===== config.mk =====
export PLATFORM = sky130hd
export DESIGN_NAME = ram_write_demux_flat
export DESIGN_NICKNAME = d
export VERILOG_FILES = /design/src/rtl/ram_write_demux_if.sv /design/src/rtl/ram_write_demux.sv /design/src/flat_wrapper.sv
export SDC_FILE = /design/constraint.sdc
export NUM_CORES = 1
export LEC_CHECK = 0
export CAP_MARGIN = 30
export CORE_UTILIZATION = 50
export CTS_CLUSTER_SIZE = 12
export DETAILED_ROUTE_END_ITERATION = 12
export HOLD_SLACK_MARGIN = 0.03
export PLACE_DENSITY = 0.87
export SETUP_SLACK_MARGIN = 0.15
export SLEW_MARGIN = 30
export SYNTH_ARGS = -nofsm -noshare
export SYNTH_HDL_FRONTEND = slang
export SYNTH_SLANG_ARGS = --single-unit

===== constraint.sdc =====
create_clock -name clk -period 5.5 [get_ports clk]
set_clock_uncertainty 0.1 [all_clocks]
set_input_delay 1.65 -clock clk [delete_from_list [all_inputs] [get_ports clk]]
set_output_delay 1.65 -clock clk [all_outputs]
set_load 0.005 [all_outputs]

===== src/rtl/ram_write_demux_if.sv =====
`default_nettype none
// ============================================================================
// Module   : ram_write_demux_if
// Purpose  : Write-request handshake and byte-latch bus for ram_write_demux.
//            The master raises write requests; the slave (the demux) drives
//            the four active-low byte strobes and the shared data bus.
// Revision : 1.0 - initial release
// ============================================================================
interface ram_write_demux_if #(
   parameter int DW = 8
);
   logic          E_n;
   logic          wr_valid;
   logic          wr_ready;
   logic [1:0]    wr_addr;
   logic [DW-1:0] wr_data;
   logic [3:0]    byte_we_n;
   logic [DW-1:0] byte_d;
   logic          busy;
   logic          done;

   modport master (
      output E_n, wr_valid, wr_addr, wr_data,
      input  wr_ready, byte_we_n, byte_d, busy, done
   );

   modport slave (
      input  E_n, wr_valid, wr_addr, wr_data,
      output wr_ready, byte_we_n, byte_d, busy, done
   );
endinterface
`default_nettype wire


===== src/rtl/ram_write_demux.sv =====
`default_nettype none
// ============================================================================
// Module   : ram_write_demux
// Purpose  : Accepts one byte write per valid/ready handshake, decodes the
//            2-bit address into four active-low byte strobes and sequences
//            each write as SETUP -> STROBE -> HOLD so the byte latches see
//            stable data around a registered, glitch-free write pulse.
// Revision : 1.0 - initial release
// ============================================================================
module ram_write_demux #(
   parameter int DW        = 8,
   parameter int SETUP_CYC = 1,
   parameter int PULSE_CYC = 2,
   parameter int HOLD_CYC  = 1
) (
   input  wire logic         clk,
   input  wire logic         rst,
   ram_write_demux_if.slave  bus
);

   // Counters hold "cycles remaining minus one", so each phase ends when
   // the counter reads zero. Zero-length phases are skipped entirely.
   localparam bit         C_HAS_SETUP = (SETUP_CYC > 0);
   localparam bit         C_HAS_HOLD  = (HOLD_CYC > 0);
   localparam logic [7:0] C_SETUP_LD  = C_HAS_SETUP ? 8'(SETUP_CYC - 1) : 8'd0;
   localparam logic [7:0] C_PULSE_LD  = 8'(PULSE_CYC - 1);
   localparam logic [7:0] C_HOLD_LD   = C_HAS_HOLD ? 8'(HOLD_CYC - 1) : 8'd0;

   typedef enum logic [1:0] {
      S_IDLE   = 2'd0,
      S_SETUP  = 2'd1,
      S_STROBE = 2'd2,
      S_HOLD   = 2'd3
   } state_t;

   state_t        state_q, state_d;
   logic [7:0]    cnt_q,   cnt_d;
   logic [1:0]    addr_q,  addr_d;
   logic [DW-1:0] data_q,  data_d;
   logic [3:0]    we_n_q,  we_n_d;
   logic          done_q,  done_d;

   logic          w_ready;
   logic          w_accept;

   assign w_ready  = (state_q == S_IDLE) && !bus.E_n && !rst;
   assign w_accept = bus.wr_valid && w_ready;

   assign bus.wr_ready  = w_ready;
   assign bus.byte_we_n = we_n_q;
   assign bus.byte_d    = data_q;
   assign bus.busy      = (state_q != S_IDLE);
   assign bus.done      = done_q;

   // Next-state, phase counter, capture and strobe decode
   always_comb begin
      state_d = state_q;
      cnt_d   = cnt_q;
      addr_d  = addr_q;
      data_d  = data_q;
      done_d  = 1'b0;

      case (state_q)
         S_IDLE: begin
            if (w_accept) begin
               addr_d = bus.wr_addr;
               data_d = bus.wr_data;
               if (C_HAS_SETUP) begin
                  state_d = S_SETUP;
                  cnt_d   = C_SETUP_LD;
               end else begin
                  state_d = S_STROBE;
                  cnt_d   = C_PULSE_LD;
               end
            end
         end
         S_SETUP: begin
            if (cnt_q == 8'd0) begin
               state_d = S_STROBE;
               cnt_d   = C_PULSE_LD;
            end else begin
               cnt_d = cnt_q - 8'd1;
            end
         end
         S_STROBE: begin
            if (cnt_q == 8'd0) begin
               if (C_HAS_HOLD) begin
                  state_d = S_HOLD;
                  cnt_d   = C_HOLD_LD;
               end else begin
                  state_d = S_IDLE;
                  done_d  = 1'b1;
               end
            end else begin
               cnt_d = cnt_q - 8'd1;
            end
         end
         S_HOLD: begin
            if (cnt_q == 8'd0) begin
               state_d = S_IDLE;
               done_d  = 1'b1;
            end else begin
               cnt_d = cnt_q - 8'd1;
            end
         end
         default: begin
            state_d = S_IDLE;
         end
      endcase

      // Strobe is decoded from the next state so the output is a clean
      // register with exactly one bit low while in STROBE.
      we_n_d = 4'b1111;
      if (state_d == S_STROBE) begin
         we_n_d[addr_d] = 1'b0;
      end
   end

   // State and output registers; reset aborts any write in progress
   always_ff @(posedge clk) begin
      if (rst) begin
         state_q <= S_IDLE;
         cnt_q   <= 8'd0;
         addr_q  <= 2'd0;
         data_q  <= '0;
         we_n_q  <= 4'b1111;
         done_q  <= 1'b0;
      end else begin
         state_q <= state_d;
         cnt_q   <= cnt_d;
         addr_q  <= addr_d;
         data_q  <= data_d;
         we_n_q  <= we_n_d;
         done_q  <= done_d;
      end
   end

endmodule
`default_nettype wire


===== src/flat_wrapper.sv =====
// flat-port wrapper written by rule: the top's interface ports become plain ports
module ram_write_demux_flat 
#(
   parameter int DW        = 8,
   parameter int SETUP_CYC = 1,
   parameter int PULSE_CYC = 2,
   parameter int HOLD_CYC  = 1
)
  (clk, rst, bus_E_n, bus_wr_valid, bus_wr_addr, bus_wr_data, bus_wr_ready, bus_byte_we_n, bus_byte_d, bus_busy, bus_done);
  ram_write_demux_if #(.DW(DW)) bus_i ();
  input  wire logic clk;
  input  wire logic rst;
  input wire logic [$bits(bus_i.E_n)-1:0] bus_E_n;
  input wire logic [$bits(bus_i.wr_valid)-1:0] bus_wr_valid;
  input wire logic [$bits(bus_i.wr_addr)-1:0] bus_wr_addr;
  input wire logic [$bits(bus_i.wr_data)-1:0] bus_wr_data;
  output wire logic [$bits(bus_i.wr_ready)-1:0] bus_wr_ready;
  output wire logic [$bits(bus_i.byte_we_n)-1:0] bus_byte_we_n;
  output wire logic [$bits(bus_i.byte_d)-1:0] bus_byte_d;
  output wire logic [$bits(bus_i.busy)-1:0] bus_busy;
  output wire logic [$bits(bus_i.done)-1:0] bus_done;
  assign bus_i.E_n = bus_E_n;
  assign bus_i.wr_valid = bus_wr_valid;
  assign bus_i.wr_addr = bus_wr_addr;
  assign bus_i.wr_data = bus_wr_data;
  assign bus_wr_ready = bus_i.wr_ready;
  assign bus_byte_we_n = bus_i.byte_we_n;
  assign bus_byte_d = bus_i.byte_d;
  assign bus_busy = bus_i.busy;
  assign bus_done = bus_i.done;
  ram_write_demux #(.DW(DW), .SETUP_CYC(SETUP_CYC), .PULSE_CYC(PULSE_CYC), .HOLD_CYC(HOLD_CYC)) u_core (.clk(clk), .rst(rst), .bus(bus_i));
endmodule

==> flow_summary.yaml <==
clocking:
  cts_buffer_depth: 2
  postCtsSetupRepairBufs: 0
  cts_hold_buf: 0
  cts_resized: 0
  clk-insertion-delay-late_ns: 0.32
  clk_pin_slew_ns: 0.13
  cts_made_buffers: 3
  clock_tree.root_cell: "clkbuf_4"
  cts_sinks: 25
  cts_tree: "done"
  cts_htree_levels: 1
sta:
  rsz0062_at_grt: "false"
  fmax_mhz: 210
  tns_ns: 0
  period_needed_ns: 4.77
  slew_headroom: 0.536
  tightest_slew_ns: 0.689
  period_share: 0.867
  setup_viol: 0
  finalHoldViolations: 0
  drv_slew: 0
floorplanning:
  start_util: 0.545
  fp.dieArea_sq_um: 2400
  die_y_um: 49.0
  coreArea_sq_um: 2020
  die_x_um: 49.0
  ios: 29
  row_count: 16
layout:
  final_layout_size_suffix_gt1_frac: 0.0779
  n_fill_cell: 166
  synthToLayoutAreaGrowth_pct: 30.6
  diodes: 0
  final_cell_area_sq_um: 1440
  utilization: 0.712
  finalNetCount: 171
global_route:
  grt.total_usage: 0.224
  grt_first_pass_wirelength_um: 4160
  antenna_found_initial: 0
  grt_max_degree: 22
  first_global_vias: 935
  grt_remaining_overflow: 0
drt:
  wirelength_um: 2520
  dr.first_iter.drc_count: 35
  num_vias: 1044
  met3_wirelength_um: 130
  top_layer_used: "met4"
  wl_per_cell_um: 13.9
  drtAntennaViolNets: 0
  dr_wl_met2_um: 1260
  via_per_inst: 5.77
  first_pass_iters: 4
  remaining_drc_errors: 0
  wl_met1_um: 1120
critical_path:
  critPathMaxFanout: 4
  crit_start: "bus_E_n"
  rr_endpoint: "u_core.bus.byte_we_n[3]"
  worstSetupPathType: "in -> out"
  rrSetupSlack_ns: 3.33
  endpoint_kind: "output pin"
  worst-r2r-cell-count: 4
  critPathArrivalTime_ns: 3.02
  cp-start-kind: "input port"
  required_ns: 3.75
  r2r_start: "u_core.state_q[1]"
flow_run:
  max_cap_viol_count: 0
status:
  outcome: "complete, no violations"
hold_path:
  min-delay-start: "u_core.bus.byte_d[2]"
  hold_path_class: "reg -> reg"
  min_path_cells: 2
  holdPathEnd: "u_core.bus.byte_d[2]"
logic_synthesis:
  syn_area_sq_um: 1100
  synth_edf_count: 0
  avgSynthCellArea_sq_um: 8.89
  synth.distinct_cells: 40
  seq_area_frac_synth: 0.454
  ys.flop_type: "dfxtp_1"
  synth_cells: 124
  ys_warn_count: 0
  synth.net_count: 140
  synthArstFlopShare: 0
  ys_seq_elements: 25
placed_design:
  place_area_sq_um: 1410
  dp_hpwl_um: 1900
  numPortBuffers: 28
  gp_congestion: 0.898
pwr:
  p_total_mw: 0.718
  vdd_drop_max_v: 0.000379
  p_per_area_nw_per_um2: 498
  p_leak_nw: 0.538
worst max-delay path, stage by stage:
cell,delay [ns]
clkdlybuf4s50_1,0.43
nor4_2,0.36
clkdlybuf4s50_1,0.58
area by class of cell:
| type | instances | area (sq um) | area share |
|---|---|---|---|
| multi-input cells | 91 | 572 | 0.397 |
| flip-flops and latches | 25 | 500 | 0.348 |
| repair buffers | 29 | 288 | 0.200 |
| well taps | 27 | 33.8 | 0.0235 |
| clock buffers | 3 | 22.5 | 0.0156 |
| inverters | 5 | 18.8 | 0.0130 |
| clock inverters | 1 | 5.00 | 0.00348 |
metrics by stage:
step | hold slack [ns] | cells | setup WS, ns
4_1_cts | 0.367 | 181 | 0.735
2_1_floorplan | 0.353 | 124 | 1.78
3_3_place_gp | 0.341 | 177 | 0.775
3_5_place_dp | 0.348 | 177 | 0.738
5_1_grt | 0.391 | 181 | 0.671
6_report | 0.367 | 181 | 0.729
worst max-delay path by stage:
stage	to	slack, ns	cells past startpoint
detailed placement	bus_wr_ready	0.74	3
global route	bus_wr_ready	0.67	3
CTS	bus_wr_ready	0.73	3
global placement	bus_wr_ready	0.77	3
finish	bus_wr_ready	0.73	3
floorplan	bus_wr_ready	1.78	1
synth_stat cells, types with 2 or more instances:
| library cell | number | area share |
|---|---|---|
| nand4bb_1 | 2 | 0.020 |
| o211ai_1 | 2 | 0.014 |
| or3_1 | 2 | 0.011 |
| a21oi_1 | 13 | 0.059 |
| dfxtp_1 | 25 | 0.45 |
| inv_1 | 5 | 0.017 |
| nor4_1 | 3 | 0.017 |
| nor4_2 | 2 | 0.023 |
| ha_1 | 2 | 0.023 |
| nand2_1 | 22 | 0.075 |
| mux2i_1 | 2 | 0.018 |
| a211oi_1 | 2 | 0.014 |
| and3_1 | 2 | 0.011 |
| nor2_1 | 8 | 0.027 |
| o31ai_1 | 2 | 0.014 |
| a221o_1 | 2 | 0.018 |
| o21ai_0 | 2 | 0.0091 |
| clkbuf_1 | 3 | 0.010 |
| nand3b_1 | 2 | 0.014 |
routing by layer:
layer,up-vias,track usage
met2,36,0.382
li1,518,-
met4,0,0.0588
met1,488,0.289
met5,-,0
met3,2,0.0405
registers in the layout, indices dropped and copies added, names as in the netlist:
signal and flops:
u_core.addr_q 2, u_core.bus.byte_d 8, u_core.bus.byte_we_n 4, u_core.bus.done 1
u_core.cnt_q 8, u_core.state_q 2
power breakdown:
group	internal [mW]	switching (mW)
Clock	0.0272	0.0536
Sequential	0.219	0.0462
Combinational	0.162	0.210
cells in the final DEF, fill, tap and decap left out, types with 2 or more instances in the layout:
cell type	instances
clkdlybuf4s50_1	28
dfxtp_1	25
nand2_1	22
a21oi_1	13
nor2_1	8
inv_1	5
nor4_1	3
clkbuf_4	3
nor4_2	2
mux2i_1	2
a211oi_1	2
and3_1	2
o211ai_1	2
nand3b_1	2
o31ai_1	2
or3_1	2
o21ai_0	2
a221o_1	2
nand4bb_1	2
ha_1	2
cells by family after synthesis:
group	count (synthesis)	share of synthesized area
and+or+nand+nor	54	0.274
AOI/OAI and AO/OA	32	0.196
DFF	25	0.454
buffers and inverters	8	0.0272
muxes	2	0.0182
adders and majority gates	2	0.0227
xor gates and xnor gates	1	0.00795
(Power assumes the default switching activity.)
